<file path="src/rtl/mlp_train_sequencer_if.sv">
// Streaming interface for mlp_train_sequencer: the inference vector input
// channel and the prediction result output channel, each valid/ready.
// master = the board/test side, slave = the sequencer.
interface mlp_train_sequencer_if #(
    parameter int INPUTS  = 2,
    parameter int OUTPUTS = 1,
    parameter int DW      = 32
);
    logic                  in_valid;
    logic                  in_ready;
    logic [INPUTS*DW-1:0]  in_values;
    logic                  out_valid;
    logic                  out_ready;
    logic [OUTPUTS*DW-1:0] out_prediction;

    modport master (
        output in_valid, in_values, out_ready,
        input  in_ready, out_valid, out_prediction
    );

    modport slave (
        input  in_valid, in_values, out_ready,
        output in_ready, out_valid, out_prediction
    );
endinterface

</file>
<file path="src/rtl/mlp_train_sequencer.sv">
// mlp_train_sequencer: replays a small sample table into an MLP core for a
// configured number of epochs with training enabled, then forwards live
// inference vectors and returns captured predictions over valid/ready.
// Optional feature macro MLP_ACC_COUNT_EN adds the acc_correct output, which
// counts samples classified correctly (threshold HALF) in the final epoch.
module mlp_train_sequencer #(
    parameter int INPUTS      = 2,
    parameter int OUTPUTS     = 1,
    parameter int NUM_SAMPLES = 4,
    parameter int DW          = 32,
    parameter int EPOCH_W     = 16,
    parameter int HOLD_W      = 8
`ifdef MLP_ACC_COUNT_EN
    ,
    parameter logic [DW-1:0] HALF = DW'(32'h3F00_0000)
`endif
) (
    input  logic                           clk,
    input  logic                           rst,
    input  logic                           start,
    input  logic [EPOCH_W-1:0]             cfg_epochs,
    input  logic [HOLD_W-1:0]              cfg_hold,
    input  logic                           tbl_we,
    input  logic [$clog2(NUM_SAMPLES)-1:0] tbl_addr,
    input  logic [INPUTS*DW-1:0]           tbl_values,
    input  logic [OUTPUTS*DW-1:0]          tbl_expected,
    mlp_train_sequencer_if.slave           io,
    output logic                           mlp_rst,
    output logic                           mlp_training,
    output logic [INPUTS*DW-1:0]           mlp_values,
    output logic [OUTPUTS*DW-1:0]          mlp_expected,
    input  logic [OUTPUTS*DW-1:0]          mlp_prediction,
    output logic                           busy,
    output logic                           done,
    output logic [EPOCH_W-1:0]             epoch
`ifdef MLP_ACC_COUNT_EN
    ,
    output logic [$clog2(NUM_SAMPLES+1)-1:0] acc_correct
`endif
);

    localparam int ADDR_W = $clog2(NUM_SAMPLES);

    typedef enum logic [2:0] {
        IDLE,
        INIT,
        TRAIN,
        INFER_IN,
        INFER_WAIT,
        INFER_OUT
    } state_t;

    state_t                 state_q, state_d;
    logic [ADDR_W-1:0]      idx_q, idx_d;
    logic [HOLD_W-1:0]      cnt_q, cnt_d;
    logic [EPOCH_W-1:0]     epoch_q, epoch_d;
    logic [EPOCH_W-1:0]     epochs_q, epochs_d;
    logic [HOLD_W-1:0]      hold_q, hold_d;
    logic [INPUTS*DW-1:0]   infer_vals_q, infer_vals_d;
    logic [OUTPUTS*DW-1:0]  pred_q, pred_d;

    logic [INPUTS*DW-1:0]   tbl_vals_q [NUM_SAMPLES];
    logic [OUTPUTS*DW-1:0]  tbl_exp_q  [NUM_SAMPLES];

    logic [HOLD_W-1:0]      hold_m1;
    logic                   hold_last;
    logic                   idx_last;
    logic [EPOCH_W-1:0]     epoch_inc;

    // A hold of 0 behaves as 1, so the terminal count is max(hold,1)-1.
    assign hold_m1   = (hold_q == '0) ? '0 : hold_q - HOLD_W'(1);
    assign hold_last = (cnt_q == hold_m1);
    assign idx_last  = (idx_q == ADDR_W'(NUM_SAMPLES - 1));
    assign epoch_inc = (epoch_q == '1) ? epoch_q : epoch_q + EPOCH_W'(1);

    // Sample table: written only while idle or waiting for inference input; never reset.
    always_ff @(posedge clk) begin
        if (tbl_we && !busy) begin
            tbl_vals_q[tbl_addr] <= tbl_values;
            tbl_exp_q[tbl_addr]  <= tbl_expected;
        end
    end

    // State and datapath registers.
    always_ff @(posedge clk or posedge rst) begin
        if (rst) begin
            state_q      <= IDLE;
            idx_q        <= '0;
            cnt_q        <= '0;
            epoch_q      <= '0;
            epochs_q     <= '0;
            hold_q       <= '0;
            infer_vals_q <= '0;
            pred_q       <= '0;
        end else begin
            state_q      <= state_d;
            idx_q        <= idx_d;
            cnt_q        <= cnt_d;
            epoch_q      <= epoch_d;
            epochs_q     <= epochs_d;
            hold_q       <= hold_d;
            infer_vals_q <= infer_vals_d;
            pred_q       <= pred_d;
        end
    end

    // Next-state logic: training replay, then inference handshakes.
    always_comb begin
        state_d      = state_q;
        idx_d        = idx_q;
        cnt_d        = cnt_q;
        epoch_d      = epoch_q;
        epochs_d     = epochs_q;
        hold_d       = hold_q;
        infer_vals_d = infer_vals_q;
        pred_d       = pred_q;
        case (state_q)
            IDLE: begin
                if (start) begin
                    epochs_d = cfg_epochs;
                    hold_d   = cfg_hold;
                    state_d  = INIT;
                end
            end
            INIT: begin
                epoch_d = '0;
                idx_d   = '0;
                cnt_d   = '0;
                state_d = (epochs_q == '0) ? INFER_IN : TRAIN;
            end
            TRAIN: begin
                if (hold_last) begin
                    cnt_d = '0;
                    if (idx_last) begin
                        idx_d   = '0;
                        epoch_d = epoch_inc;
                        if (epoch_inc == epochs_q) begin
                            state_d = INFER_IN;
                        end
                    end else begin
                        idx_d = idx_q + ADDR_W'(1);
                    end
                end else begin
                    cnt_d = cnt_q + HOLD_W'(1);
                end
            end
            INFER_IN: begin
                // start has priority over a pending input vector
                if (start) begin
                    epochs_d = cfg_epochs;
                    hold_d   = cfg_hold;
                    state_d  = INIT;
                end else if (io.in_valid) begin
                    infer_vals_d = io.in_values;
                    cnt_d        = '0;
                    state_d      = INFER_WAIT;
                end
            end
            INFER_WAIT: begin
                if (hold_last) begin
                    pred_d  = mlp_prediction;
                    cnt_d   = '0;
                    state_d = INFER_OUT;
                end else begin
                    cnt_d = cnt_q + HOLD_W'(1);
                end
            end
            INFER_OUT: begin
                if (io.out_ready) begin
                    state_d = INFER_IN;
                end
            end
            default: state_d = IDLE;
        endcase
    end

    assign mlp_rst        = (state_q == IDLE) || (state_q == INIT);
    assign mlp_training   = (state_q == TRAIN);
    assign busy           = state_q inside {INIT, TRAIN, INFER_WAIT, INFER_OUT};
    assign done           = state_q inside {INFER_IN, INFER_WAIT, INFER_OUT};
    assign epoch          = epoch_q;
    assign io.in_ready    = (state_q == INFER_IN);
    assign io.out_valid   = (state_q == INFER_OUT);
    assign io.out_prediction = pred_q;
    assign mlp_values     = (state_q == TRAIN) ? tbl_vals_q[idx_q] :
                            done               ? infer_vals_q      : '0;
    assign mlp_expected   = (state_q == TRAIN) ? tbl_exp_q[idx_q] : '0;

`ifdef MLP_ACC_COUNT_EN
    localparam int ACC_W = $clog2(NUM_SAMPLES + 1);

    logic [ACC_W-1:0] acc_q, acc_d;
    logic             all_match;

    // Per-output threshold agreement between prediction and target.
    always_comb begin
        all_match = 1'b1;
        for (int unsigned o = 0; o < OUTPUTS; o++) begin
            if ((mlp_prediction[o*DW +: DW] > HALF) != (mlp_expected[o*DW +: DW] > HALF)) begin
                all_match = 1'b0;
            end
        end
    end

    // Count correct samples on each sample's last hold cycle of the final epoch.
    always_comb begin
        acc_d = acc_q;
        if (state_q == INIT) begin
            acc_d = '0;
        end else if ((state_q == TRAIN) && hold_last && (epoch_inc == epochs_q) && all_match) begin
            acc_d = acc_q + ACC_W'(1);
        end
    end

    // Accuracy counter register.
    always_ff @(posedge clk or posedge rst) begin
        if (rst) begin
            acc_q <= '0;
        end else begin
            acc_q <= acc_d;
        end
    end

    assign acc_correct = acc_q;
`endif

endmodule

</file>
<file path="src/flat_wrapper.sv">
// flat-port wrapper written by rule: the top's interface ports become plain ports
module mlp_train_sequencer_flat 
#(
    parameter int INPUTS      = 2,
    parameter int OUTPUTS     = 1,
    parameter int NUM_SAMPLES = 4,
    parameter int DW          = 32,
    parameter int EPOCH_W     = 16,
    parameter int HOLD_W      = 8

)
  (clk, rst, start, cfg_epochs, cfg_hold, tbl_we, tbl_addr, tbl_values, tbl_expected, mlp_rst, mlp_training, mlp_values, mlp_expected, mlp_prediction, busy, done, epoch, io_in_valid, io_in_values, io_out_ready, io_in_ready, io_out_valid, io_out_prediction);
  mlp_train_sequencer_if #(.INPUTS(INPUTS), .OUTPUTS(OUTPUTS), .DW(DW)) io_i ();
  input  logic clk;
  input  logic rst;
  input  logic start;
  input  logic [EPOCH_W-1:0] cfg_epochs;
  input  logic [HOLD_W-1:0] cfg_hold;
  input  logic tbl_we;
  input  logic [$clog2(NUM_SAMPLES)-1:0] tbl_addr;
  input  logic [INPUTS*DW-1:0] tbl_values;
  input  logic [OUTPUTS*DW-1:0] tbl_expected;
  output logic mlp_rst;
  output logic mlp_training;
  output logic [INPUTS*DW-1:0] mlp_values;
  output logic [OUTPUTS*DW-1:0] mlp_expected;
  input  logic [OUTPUTS*DW-1:0] mlp_prediction;
  output logic busy;
  output logic done;
  output logic [EPOCH_W-1:0] epoch;
  input wire logic [$bits(io_i.in_valid)-1:0] io_in_valid;
  input wire logic [$bits(io_i.in_values)-1:0] io_in_values;
  input wire logic [$bits(io_i.out_ready)-1:0] io_out_ready;
  output wire logic [$bits(io_i.in_ready)-1:0] io_in_ready;
  output wire logic [$bits(io_i.out_valid)-1:0] io_out_valid;
  output wire logic [$bits(io_i.out_prediction)-1:0] io_out_prediction;
  assign io_i.in_valid = io_in_valid;
  assign io_i.in_values = io_in_values;
  assign io_i.out_ready = io_out_ready;
  assign io_in_ready = io_i.in_ready;
  assign io_out_valid = io_i.out_valid;
  assign io_out_prediction = io_i.out_prediction;
  mlp_train_sequencer #(.INPUTS(INPUTS), .OUTPUTS(OUTPUTS), .NUM_SAMPLES(NUM_SAMPLES), .DW(DW), .EPOCH_W(EPOCH_W), .HOLD_W(HOLD_W)) u_core (.clk(clk), .rst(rst), .start(start), .cfg_epochs(cfg_epochs), .cfg_hold(cfg_hold), .tbl_we(tbl_we), .tbl_addr(tbl_addr), .tbl_values(tbl_values), .tbl_expected(tbl_expected), .io(io_i), .mlp_rst(mlp_rst), .mlp_training(mlp_training), .mlp_values(mlp_values), .mlp_expected(mlp_expected), .mlp_prediction(mlp_prediction), .busy(busy), .done(done), .epoch(epoch));
endmodule
</file>
<file path="config.mk">
export PLATFORM = sky130hd
export DESIGN_NAME = mlp_train_sequencer_flat
export DESIGN_NICKNAME = d
export VERILOG_FILES = /design/src/rtl/mlp_train_sequencer_if.sv /design/src/rtl/mlp_train_sequencer.sv /design/src/flat_wrapper.sv
export SDC_FILE = /design/constraint.sdc
export NUM_CORES = 1
export LEC_CHECK = 0
export ABC_AREA = 0
export ABC_CLOCK_PERIOD_IN_PS = 13600
export CAP_MARGIN = 20
export CORE_AREA = 2 2 174 261
export CTS_BUF_LIST = sky130_fd_sc_hd__clkbuf_16
export CTS_CLUSTER_DIAMETER = 60
export DETAILED_ROUTE_END_ITERATION = 10
export DIE_AREA = 0 0 176 263
export GPL_ROUTABILITY_DRIVEN = 0
export PLACE_DENSITY = 0.77
export SYNTH_ARGS = -nofsm -noshare
export SYNTH_HDL_FRONTEND = slang
export SYNTH_SLANG_ARGS = --single-unit
</file>
<file path="constraint.sdc">
create_clock -name clk -period 13.6 [get_ports clk]
set_clock_uncertainty 0.2 [all_clocks]
set_input_delay 4.08 -clock clk [delete_from_list [all_inputs] [get_ports clk]]
set_output_delay 4.08 -clock clk [all_outputs]
set_load 0.01 [all_outputs]
</file>
==> results of run 1 <==
## per-stage QoR
step                 util  area, um^2
floorplan               -       21800
global placement    0.596       26100
detailed placement  0.596       26100
CTS                 0.639       28000
global route        0.639       28000
finish              0.639       28000
## state kept, by name, indices dropped and copies added, names as in the netlist, 3 cells and up
| signal | cells |
|---|---|
| u_core.state_q | 3 |
| u_core.tbl_vals_q | 256 |
| u_core.io.out_prediction | 32 |
| u_core.cnt_q | 8 |
| u_core.tbl_exp_q | 128 |
| u_core.epochs_q | 16 |
| u_core.epoch | 16 |
| u_core.hold_q | 8 |
| u_core.infer_vals_q | 64 |
## cells by family (layout without fill, tap and decap cells)
kind of cell               after synthesis  after routing  share of synthesized area
DFF                                    533            533                      0.700
AOI/OAI and AO/OA                      170            170                     0.0597
muxes                                  216            216                      0.161
and+or+nand+nor                        192            192                     0.0502
xor gates and xnor gates                26             26                     0.0104
adders and majority gates                4              4                    0.00230
other                                    0              6                          0
buffers and inverters                   90            502                     0.0166
## cell usage after synthesis (3+ instances only)
| library cell | number |
|---|---|
| nor3_1 | 9 |
| o21a_1 | 5 |
| nand2_1 | 29 |
| edfxtp_1 | 384 |
| ha_1 | 4 |
| o211ai_1 | 4 |
| a2bb2oi_1 | 6 |
| nand2b_1 | 4 |
| nand3_1 | 19 |
| mux4_2 | 96 |
| or4_1 | 6 |
| and3_1 | 12 |
| mux2_2 | 116 |
| a31oi_1 | 10 |
| clkbuf_1 | 61 |
| a22o_1 | 64 |
| a41oi_1 | 4 |
| and2_1 | 35 |
| nand4_1 | 17 |
| nor2_1 | 26 |
| or2_2 | 4 |
| a22oi_1 | 3 |
| buf_1 | 8 |
| inv_1 | 15 |
| and4_1 | 6 |
| buf_6 | 3 |
| xnor2_1 | 16 |
| nor4_1 | 5 |
| dfrtp_1 | 149 |
| or3_1 | 3 |
| a21boi_0 | 4 |
| a21oi_1 | 19 |
| o21ai_0 | 22 |
| o31a_1 | 3 |
| a21o_1 | 4 |
| xor2_1 | 10 |
| nor3b_1 | 5 |
## power groups by stage
stage          logic (W)  clock network (W)  registers [W]
2_1_floorplan   0.000939                  0        0.00213
3_5_place_dp     0.00152                  0        0.00221
5_1_grt          0.00162            0.00166        0.00220
3_3_place_gp     0.00150                  0        0.00219
4_1_cts          0.00153            0.00159        0.00217
6_report         0.00152            0.00156        0.00218
## worst max-delay path, cell delays in order (launching register included)
cell and delay (ps):
dfrtp_1 730, inv_1 230, nand2_1 280, clkinv_2 670
buf_4 570, a22o_1 300, clkdlybuf4s50_1 490
## per-layer routing
metal  vias to the layer above  track usage  part of all wire
li1                       5683            -                 -
met3                       114       0.0511             0.070
met2                       526        0.404              0.53
met5                         -            0            0.0015
met4                        12       0.0804             0.031
met1                      6553        0.266              0.36
## worst max-delay path by stage
| stage | slack [ps] | startpoint | endpoint |
|---|---|---|---|
| final | 5370 | u_core.state_q[0]$_DFFE_PP0P_ | mlp_values[30] |
| after global placement | 6130 | u_core.state_q[0]$_DFFE_PP0P_ | mlp_values[35] |
| after global routing | 5150 | u_core.state_q[0]$_DFFE_PP0P_ | mlp_values[32] |
| after floorplan | 1420 | tbl_we | u_core.tbl_exp_q[0][0]$_DFFE_PP_ |
| after detailed placement | 5990 | u_core.state_q[0]$_DFFE_PP0P_ | mlp_values[35] |
| after CTS | 5360 | u_core.state_q[0]$_DFFE_PP0P_ | mlp_values[35] |
## final cells by class
cell class / count / area [um^2] / area share
inverter: 16 / 66.3 / 0.00237
clock buffer: 54 / 1350 / 0.0482
tap: 576 / 721 / 0.0257
antenna: 6 / 15.0 / 0.000535
timing repair buffer: 388 / 3850 / 0.137
sequential: 533 / 15300 / 0.545
multi-input combinational: 608 / 6230 / 0.222
clock inverter: 44 / 541 / 0.0193
==> summary.md, run 1 <==
| Metric | Value |
|---|---|
| Post-synth EDFFs | `384` |
| Number of max-cap violations | `0` |
| Port bufs | `373` |
| Max-slew violations | `0` |
| Outcome | `finished clean` |
| Power Density | `187 nW/um^2` |
| Row cnt | `94` |
| Fin cells | `2225` |
| Cell Area, Synth | `21800 um^2` |
| Final period util | `0.605` |
| DR WL/cell | `23.8 um` |
| Total chip power | `0.00525 W` |
| Die Wd | `176 um` |
| Final worst setup slack | `5370 ps` |
| P_sw | `0.00149 W` |
| Pre-CTS setup slack | `5990 ps` |
| Post-CTS Setup Repair Bufs | `0` |
| Share of power burned in registers | `0.414` |
| Hold Path Stages | `1` |
| CTS sink count | `533` |
| Min Tclk post-route | `8230 ps` |
| First-pass GRT wire length | `79600 um` |
| Via density | `5.79` |
| Reg2reg end | `u_core.epoch[8]$_DFFE_PP0P_` |
| DR iter-0 viols | `920` |
| WS Path Type | `flop to output pin` |
| Fill count | `3068` |
| Worst-path fanout max | `56` |
| Drt drc | `0` |
| Clock share of power | `0.298` |
| R2R depth | `10` |
| GRT Overall Usage | `0.226` |
| Vert. Die Dim | `263 um` |
| Most common cell after layout, fill and taps aside | `edfxtp_1` |
| Total core area | `43900 um^2` |
| Comb pwr share | `0.288` |
| CP Data Arrival Time | `3950 ps` |
| Io pins | `374` |
| Largest net degree at the start of global routing | `87` |
| Final WL | `53000 um` |
| TritonRoute pass-1 iters | `6` |
| Worst setup SP type | `flop` |
| Reg-to-Reg Start | `u_core.state_q[1]$_DFFE_PP0P_` |
| Initial Util | `0.497` |
| Total Nets Final | `1827` |
| Main flop type after synthesis | `edfxtp_1` |
| Detail Placement HPWL | `33900 um` |
| RSZ-0062 raised after global routing | `no` |
| Async SR Flop Fraction | `0.280` |
| Initial antenna violation count | `12` |
| CTS resizes | `0` |
| Share of layout cells above drive strength 1 | `0.201` |
| Main area contributors after synthesis | `edfxtp_1, dfrtp_1, mux4_2` |
| Internal | `0.00377 W` |
| Vias in the first global route | `13.3k` |
| Mapped Cells | `1231` |
| FF-to-FF setup slack | `9090 ps` |
| TritonCTS clock tree | `done` |
| Placed cells | `2121` |
| FF+latch count, synth | `533` |
| Max Clk Rate | `0.122 GHz` |
| WHS Endpoint | `u_core.io.out_prediction[28]$_DFFE_PP0P_` |
| Net Count, Synth | `1459` |
| Syn_area_per_cell | `17.7 um^2` |
| Sw frac | `0.283` |
| Full die area | `46300 um^2` |
| H-tree depth | `2` |
| Slew margin rel. | `0.312` |
| Total CTS buffers | `52` |
| Final hold vios | `0` |
| Maximum clock insertion buffer count | `3` |
| Grt total ovfl | `0` |
| Sequential area share after synthesis | `0.700` |
| Clock slew at reported path FFs | `60 ps` |
| VDD IR max | `164 uV` |
| Min-delay src | `u_core.io.out_prediction[28]$_DFFE_PP0P_` |
| Clock Latency Late Sink | `570 ps` |
| Tightest Hold Check Type | `flop to flop` |
| Cell variety after synth | `69` |
| Critical path required time | `9320 ps` |
| Via count | `12.9k` |
| Cell accounting for the most synthesized area | `edfxtp_1` |
| Root Buffer | `clkbuf_16` |
| Yosys warnings | `0` |
| # setup viols final | `0` |
| Leakage | `9.83 nW` |
| Worst-Margin Slew | `1030 ps` |
| Post-route antenna net violation count | `0` |
| Setup TNS | `0 ps` |
| Post-cts hold buffer count | `0` |
| Fin Hold WS | `290 ps` |
| CP endpoint kind | `output pin` |
| Most frequent cells in the layout | `edfxtp_1, clkdlybuf4s50_1, dfrtp_1` |
| Synthesis-to-finish area growth | `28.6%` |
| Synth top area share | `0.529` |
No activity file was read; power rests on OpenSTA's default activity.
==> run 2, diff against run 1 <==
- ABC_CLOCK_PERIOD_IN_PS: 13600 -> 7700
- clock period: 13.6 -> 7.7 ns (I/O delays scaled with it)
==> run 2 against run 1 <==
Die area did not move; first-iteration DRC count shrank 3.2%; wire length down 1.5%; global-route usage is 0.053 points lower; non-clock buffer count rose by 4; combinational power up 74%; highest routed layer unchanged.
==> summary.md, run 2 (same netlist as run 1, synthesis figures left out) <==
| Metric | Value |
|---|---|
| Grt total ovfl | `0 (unchanged)` |
| Final worst setup slack | `1190 ps (-4190 ps)` |
| Most common cell after layout, fill and taps aside | `edfxtp_1` |
| Comb pwr share | `0.295 (+0.007)` |
| Vert. Die Dim | `263 um (unchanged)` |
| P_sw | `0.00258 W (+74%)` |
| CTS sink count | `533 (unchanged)` |
| Worst setup SP type | `flop` |
| Synthesis-to-finish area growth | `27.8%` |
| Biggest regs | `u_core.tbl_vals_q (256), u_core.tbl_exp_q (128), u_core.infer_vals_q (64)` |
| CP endpoint kind | `output pin` |
| TritonRoute pass-1 iters | `6 (unchanged)` |
| Largest net degree at the start of global routing | `99 (+14%)` |
| Largest stage delay on the critical path | `760 ps (+30 ps)` |
| CTS resizes | `0 (unchanged)` |
| Initial Util | `0.497 (unchanged)` |
| GRT Overall Usage | `0.225 (-0.000534)` |
| Crit path cell chain | `inv_1, nand2_1, clkinv_2, buf_4, a22o_1, clkdlybuf4s50_1` |
| Initial antenna violation count | `12 (unchanged)` |
| Placed cells | `2124 (+0.14%)` |
| DR iter-0 viols | `891 (-3.2%)` |
| H-tree depth | `2 (unchanged)` |
| First-pass GRT wire length | `79800 um (+0.24%)` |
| Die Wd | `176 um (unchanged)` |
| Clock slew at reported path FFs | `60 ps (about the same)` |
| Fin cells | `2227 (+0.090%)` |
| Total Nets Final | `1829 (+0.11%)` |
| Post-route antenna net violation count | `0 (unchanged)` |
| Power Density | `322 nW/um^2 (+72%)` |
| Drt drc | `0 (unchanged)` |
| Most frequent cells in the layout | `edfxtp_1, clkdlybuf4s50_1, dfrtp_1` |
| Fill count | `3136 (+2.2%)` |
| RSZ-0062 raised after global routing | `no` |
| Worst-Margin Slew | `991 ps (-40.2 ps)` |
| TritonCTS clock tree | `done` |
| Final Util | `0.635 (-0.00385)` |
| Clock share of power | `0.274 (-0.024)` |
| Via density | `5.83 (+0.61%)` |
| Min Tclk post-route | `6510 ps` |
| Io pins | `374 (unchanged)` |
| Tightest Hold Check Type | `flop to flop` |
| Final period util | `0.846` |
| CP delay by family, top | `buffers and inverters` |
| Total core area | `43900 um^2 (unchanged)` |
| Port bufs | `373 (unchanged)` |
| CP Data Arrival Time | `4000 ps (+50 ps)` |
| Share of power burned in registers | `0.431 (+0.017)` |
| # setup viols final | `0 (unchanged)` |
| WS Path Type | `flop to output pin` |
| Final WL | `52200 um (-1.5%)` |
| Detail Placement HPWL | `34500 um (+1.8%)` |
| Setup TNS | `0 ps (unchanged)` |
| Max Clk Rate | `0.154 GHz` |
| Worst-path fanout max | `60 (+7.1%)` |
| Sw frac | `0.287 (+0.00404)` |
| Root Buffer | `clkbuf_16` |
| Via count | `13.0k (+0.70%)` |
| Internal | `0.00641 W (+70%)` |
| Clock Latency Late Sink | `570 ps (about the same)` |
| Row cnt | `94 (unchanged)` |
| Maximum clock insertion buffer count | `3 (unchanged)` |
| VDD IR max | `231 uV (+41%)` |
| Slew margin rel. | `0.339 (+0.0268)` |
| Final hold vios | `0 (unchanged)` |
| Top reg by flops | `u_core.tbl_vals_q` |
| Vias in the first global route | `13.5k (+0.86%)` |
| Outcome | `finished clean` |
| Pre-CTS setup slack | `1810 ps (-4180 ps)` |
| CP bufs+invs | `4 (unchanged)` |
| CP max-delay cell | `clkinv_2` |
| Leakage | `9.77 nW (-0.55%)` |
| Post-CTS Setup Repair Bufs | `0 (unchanged)` |
| Max-slew violations | `0 (unchanged)` |
| Number of max-cap violations | `0 (unchanged)` |
| Share of layout cells above drive strength 1 | `0.197 (-0.00365)` |
| Critical path required time | `5190 ps (-4130 ps)` |
| Total CTS buffers | `50 (-3.8%)` |
| DR WL/cell | `23.4 um (-1.5%)` |
| Post-cts hold buffer count | `0 (unchanged)` |
| Number of flip-flops in the largest register | `256 (unchanged)` |
| Full die area | `46300 um^2 (unchanged)` |
==> run 2: stage by stage <==
step                      power, W  hold slack (ps)  area [um^2]
after global routing       0.00940              296        27900
after floorplan            0.00542              281        21800
after detailed placement   0.00660              278        26200
after CTS                  0.00908              292        27800
after global placement     0.00653              269        26200
final                      0.00899              287        27900
==> run 2: power by group through the flow <==
stage          combinational [W]  sequential, W  clock (W)
6_report                 0.00265        0.00387    0.00246
5_1_grt                  0.00285        0.00392    0.00263
4_1_cts                  0.00268        0.00387    0.00252
3_5_place_dp             0.00267        0.00393          0
3_3_place_gp             0.00263        0.00390          0
2_1_floorplan            0.00166        0.00376          0
==> run 2: final cells by class <==
| cell class | instances | area [um^2] | area share |
|---|---|---|---|
| timing repair buffer | 392 | 3910 | 0.140 |
| clock inverter | 44 | 403 | 0.0145 |
| multi-input combinational | 608 | 6230 | 0.224 |
| tap | 576 | 721 | 0.0259 |
| antenna | 8 | 20.0 | 0.000718 |
| clock buffer | 50 | 1250 | 0.0449 |
| inverter | 16 | 66.3 | 0.00238 |
| sequential | 533 | 15300 | 0.548 |
==> run 2: final timing paths <==
kind / slack [ps] / start / to / depth (start not counted)
hold reg to reg: 290 / u_core.io.out_prediction[29]$_DFFE_PP0P_ / u_core.io.out_prediction[29]$_DFFE_PP0P_ / 1
setup / recovery: 1190 / u_core.state_q[0]$_DFFE_PP0P_ / mlp_values[41] / 6
setup reg to reg: 3690 / u_core.state_q[0]$_DFFE_PP0P_ / u_core.epoch[1]$_DFFE_PP0P_ / 8
hold / removal: 290 / u_core.io.out_prediction[29]$_DFFE_PP0P_ / u_core.io.out_prediction[29]$_DFFE_PP0P_ / 1
min in group asynchronous: 2120 / rst / u_core.io.out_prediction[25]$_DFFE_PP0P_ / 2
max in group asynchronous: 3960 / rst / u_core.infer_vals_q[41]$_DFFE_PP0P_ / 3
==> run 2: metal layers <==
metal | part of all wire | vias to the layer above | GRT usage
li1 | - | 5691 | -
met1 | 0.37 | 6638 | 0.274
met4 | 0.029 | 10 | 0.0746
met3 | 0.068 | 95 | 0.0417
met2 | 0.53 | 544 | 0.404
met5 | 0.0012 | - | 0
==> run 3, diff against run 2 <==
- ABC_CLOCK_PERIOD_IN_PS: 7700 -> 6400
- clock period: 7.7 -> 6.4 ns (I/O delays scaled with it)
==> run 3 against run 2 <==
Power up 22%; non-clock buffer count up 3; hold slack better by 1.4 ps; sequential cell count unchanged; core utilization up 0.42 points; highest routed layer unchanged; setup slack worse by 310 ps; clock-buffer cell count up 2; clock power up 26%; first-iteration DRC count up 17%.
==> summary.md, run 3 (same netlist as run 1, synthesis figures left out) <==
| Metric | Value |
|---|---|
| Outcome | `finished clean` |
| Crit path cell chain | `inv_1, nor2_1, nand2_1, nand2_2, buf_12, a22o_1, clkdlybuf4s50_1` |
| Detail Placement HPWL | `34400 um (-0.35%)` |
| Port bufs | `373 (unchanged)` |
| Initial antenna violation count | `11 (-1)` |
| Worst-path fanout max | `43 (-28%)` |
| CTS resizes | `0 (unchanged)` |
| Largest net degree at the start of global routing | `97 (-2.0%)` |
| Min Tclk post-route | `5530 ps` |
| Post-cts hold buffer count | `0 (unchanged)` |
| Total core area | `43900 um^2 (unchanged)` |
| GRT Overall Usage | `0.226 (+0.000740)` |
| Slew margin rel. | `0.368 (+0.0292)` |
| Final WL | `52500 um (+0.59%)` |
| Total Nets Final | `1834 (+0.27%)` |
| Root Buffer | `clkbuf_16` |
| H-tree depth | `2 (unchanged)` |
| Number of flip-flops in the largest register | `256 (unchanged)` |
| Io pins | `374 (unchanged)` |
| Tightest Hold Check Type | `flop to flop` |
| Max-slew violations | `0 (unchanged)` |
| Leakage | `9.86 nW (+0.85%)` |
| Via density | `5.78 (-0.76%)` |
| CTS sink count | `533 (unchanged)` |
| VDD IR max | `259 uV (+12%)` |
| Fill count | `3067 (-2.2%)` |
| Number of max-cap violations | `0 (unchanged)` |
| # setup viols final | `0 (unchanged)` |
| DR iter-0 viols | `1046 (+17%)` |
| Row cnt | `94 (unchanged)` |
| Worst setup SP type | `flop` |
| Via count | `12.9k (-0.41%)` |
| Area of the multi-input gates | `6230 um^2 (unchanged)` |
| Most common cell after layout, fill and taps aside | `edfxtp_1` |
| TritonCTS clock tree | `done` |
| Most frequent cells in the layout | `edfxtp_1, clkdlybuf4s50_1, dfrtp_1` |
| WS Path Type | `flop to output pin` |
| Clock slew at reported path FFs | `60 ps (about the same)` |
| Share of layout cells above drive strength 1 | `0.201 (+0.00341)` |
| Vias in the first global route | `13.7k (+2.0%)` |
| Pre-CTS setup slack | `1470 ps (-338 ps)` |
| Die Wd | `176 um (unchanged)` |
| Critical path required time | `4280 ps (-910 ps)` |
| Largest stage delay on the critical path | `580 ps (-180 ps)` |
| Final period util | `0.863` |
| Clock Latency Late Sink | `590 ps (+20 ps)` |
| Drt drc | `0 (unchanged)` |
| Grt total ovfl | `0 (unchanged)` |
| Power Density | `392 nW/um^2 (+22%)` |
| Final Util | `0.639 (+0.00416)` |
| Total CTS buffers | `52 (+4.0%)` |
| Final hold vios | `0 (unchanged)` |
| CP max-delay cell | `nand2_2` |
| Vert. Die Dim | `263 um (unchanged)` |
| Top reg by flops | `u_core.tbl_vals_q` |
| Synthesis-to-finish area growth | `28.6%` |
| Worst-Margin Slew | `945 ps (-46.0 ps)` |
| Biggest regs | `u_core.tbl_vals_q (256), u_core.tbl_exp_q (128), u_core.infer_vals_q (64)` |
| CP endpoint kind | `output pin` |
| RSZ-0062 raised after global routing | `no` |
| Maximum clock insertion buffer count | `3 (unchanged)` |
| Full die area | `46300 um^2 (unchanged)` |
| TritonRoute pass-1 iters | `6 (unchanged)` |
| DR WL/cell | `23.5 um (+0.23%)` |
| CP Data Arrival Time | `3410 ps (-590 ps)` |
| Final worst setup slack | `874 ps (-313 ps)` |
| Max Clk Rate | `0.181 GHz` |
| First-pass GRT wire length | `79800 um (about the same)` |
| Post-CTS Setup Repair Bufs | `0 (unchanged)` |
| FF+latch area | `15300 um^2 (unchanged)` |
| Initial Util | `0.497 (unchanged)` |
| Post-route antenna net violation count | `0 (unchanged)` |
-- run 3: metrics by stage --
stage	cell area, um^2	std cells	hold WS, ps	TNS, ps	total power [W]
after global placement	26300	2128	267	0	0.00793
final	28100	2235	289	0	0.0110
after global routing	28100	2235	310	0	0.0115
after detailed placement	26300	2128	276	0	0.00800
after floorplan	21800	1231	281	-17000	0.00652
after CTS	28000	2226	294	0	0.0111
-- run 3: where the power goes --
group | switching, W | total (W) | internal (W)
registers | 0.000379 | 0.00462 | 0.00424
logic | 0.00149 | 0.00328 | 0.00179
clock network | 0.00129 | 0.00310 | 0.00181
-- run 3: final cells by class --
class	count	area share
sequential	533	0.544
timing repair buffer	395	0.142
clock inverter	46	0.0162
clock buffer	52	0.0464
tap	576	0.0257
multi-input combinational	608	0.222
antenna	9	0.000803
inverter	16	0.00236
-- run 3: path summary, 6_finish.rpt --
check | startpoint | endpoint | slack (ps) | cells past startpoint
max in group asynchronous | rst | u_core.infer_vals_q[7]$_DFFE_PP0P_ | 3250 | 3
min in group asynchronous | rst | u_core.io.out_prediction[3]$_DFFE_PP0P_ | 1750 | 2
hold reg to reg | u_core.io.out_prediction[28]$_DFFE_PP0P_ | u_core.io.out_prediction[28]$_DFFE_PP0P_ | 290 | 1
hold / removal | u_core.io.out_prediction[28]$_DFFE_PP0P_ | u_core.io.out_prediction[28]$_DFFE_PP0P_ | 290 | 1
setup / recovery | u_core.state_q[1]$_DFFE_PP0P_ | mlp_values[63] | 870 | 7
setup reg to reg | u_core.idx_q[1]$_DFFE_PP0P_ | u_core.epoch[8]$_DFFE_PP0P_ | 2510 | 7
-- run 3: per-layer routing --
metal	track usage	part of all wire	vias to the layer above
li1	-	-	5695
met1	0.261	0.36	6561
met2	0.404	0.53	543
met3	0.0426	0.064	122
met4	0.106	0.043	4
met5	0	0.00042	-
-- run 3: critical path, delay by kind of cell (launching register included) --
kind	cells	cell delay [ps]
buffers and inverters	3	1030
AOI/OAI and AO/OA	1	230
DFF	1	550
and+or+nand+nor	3	980
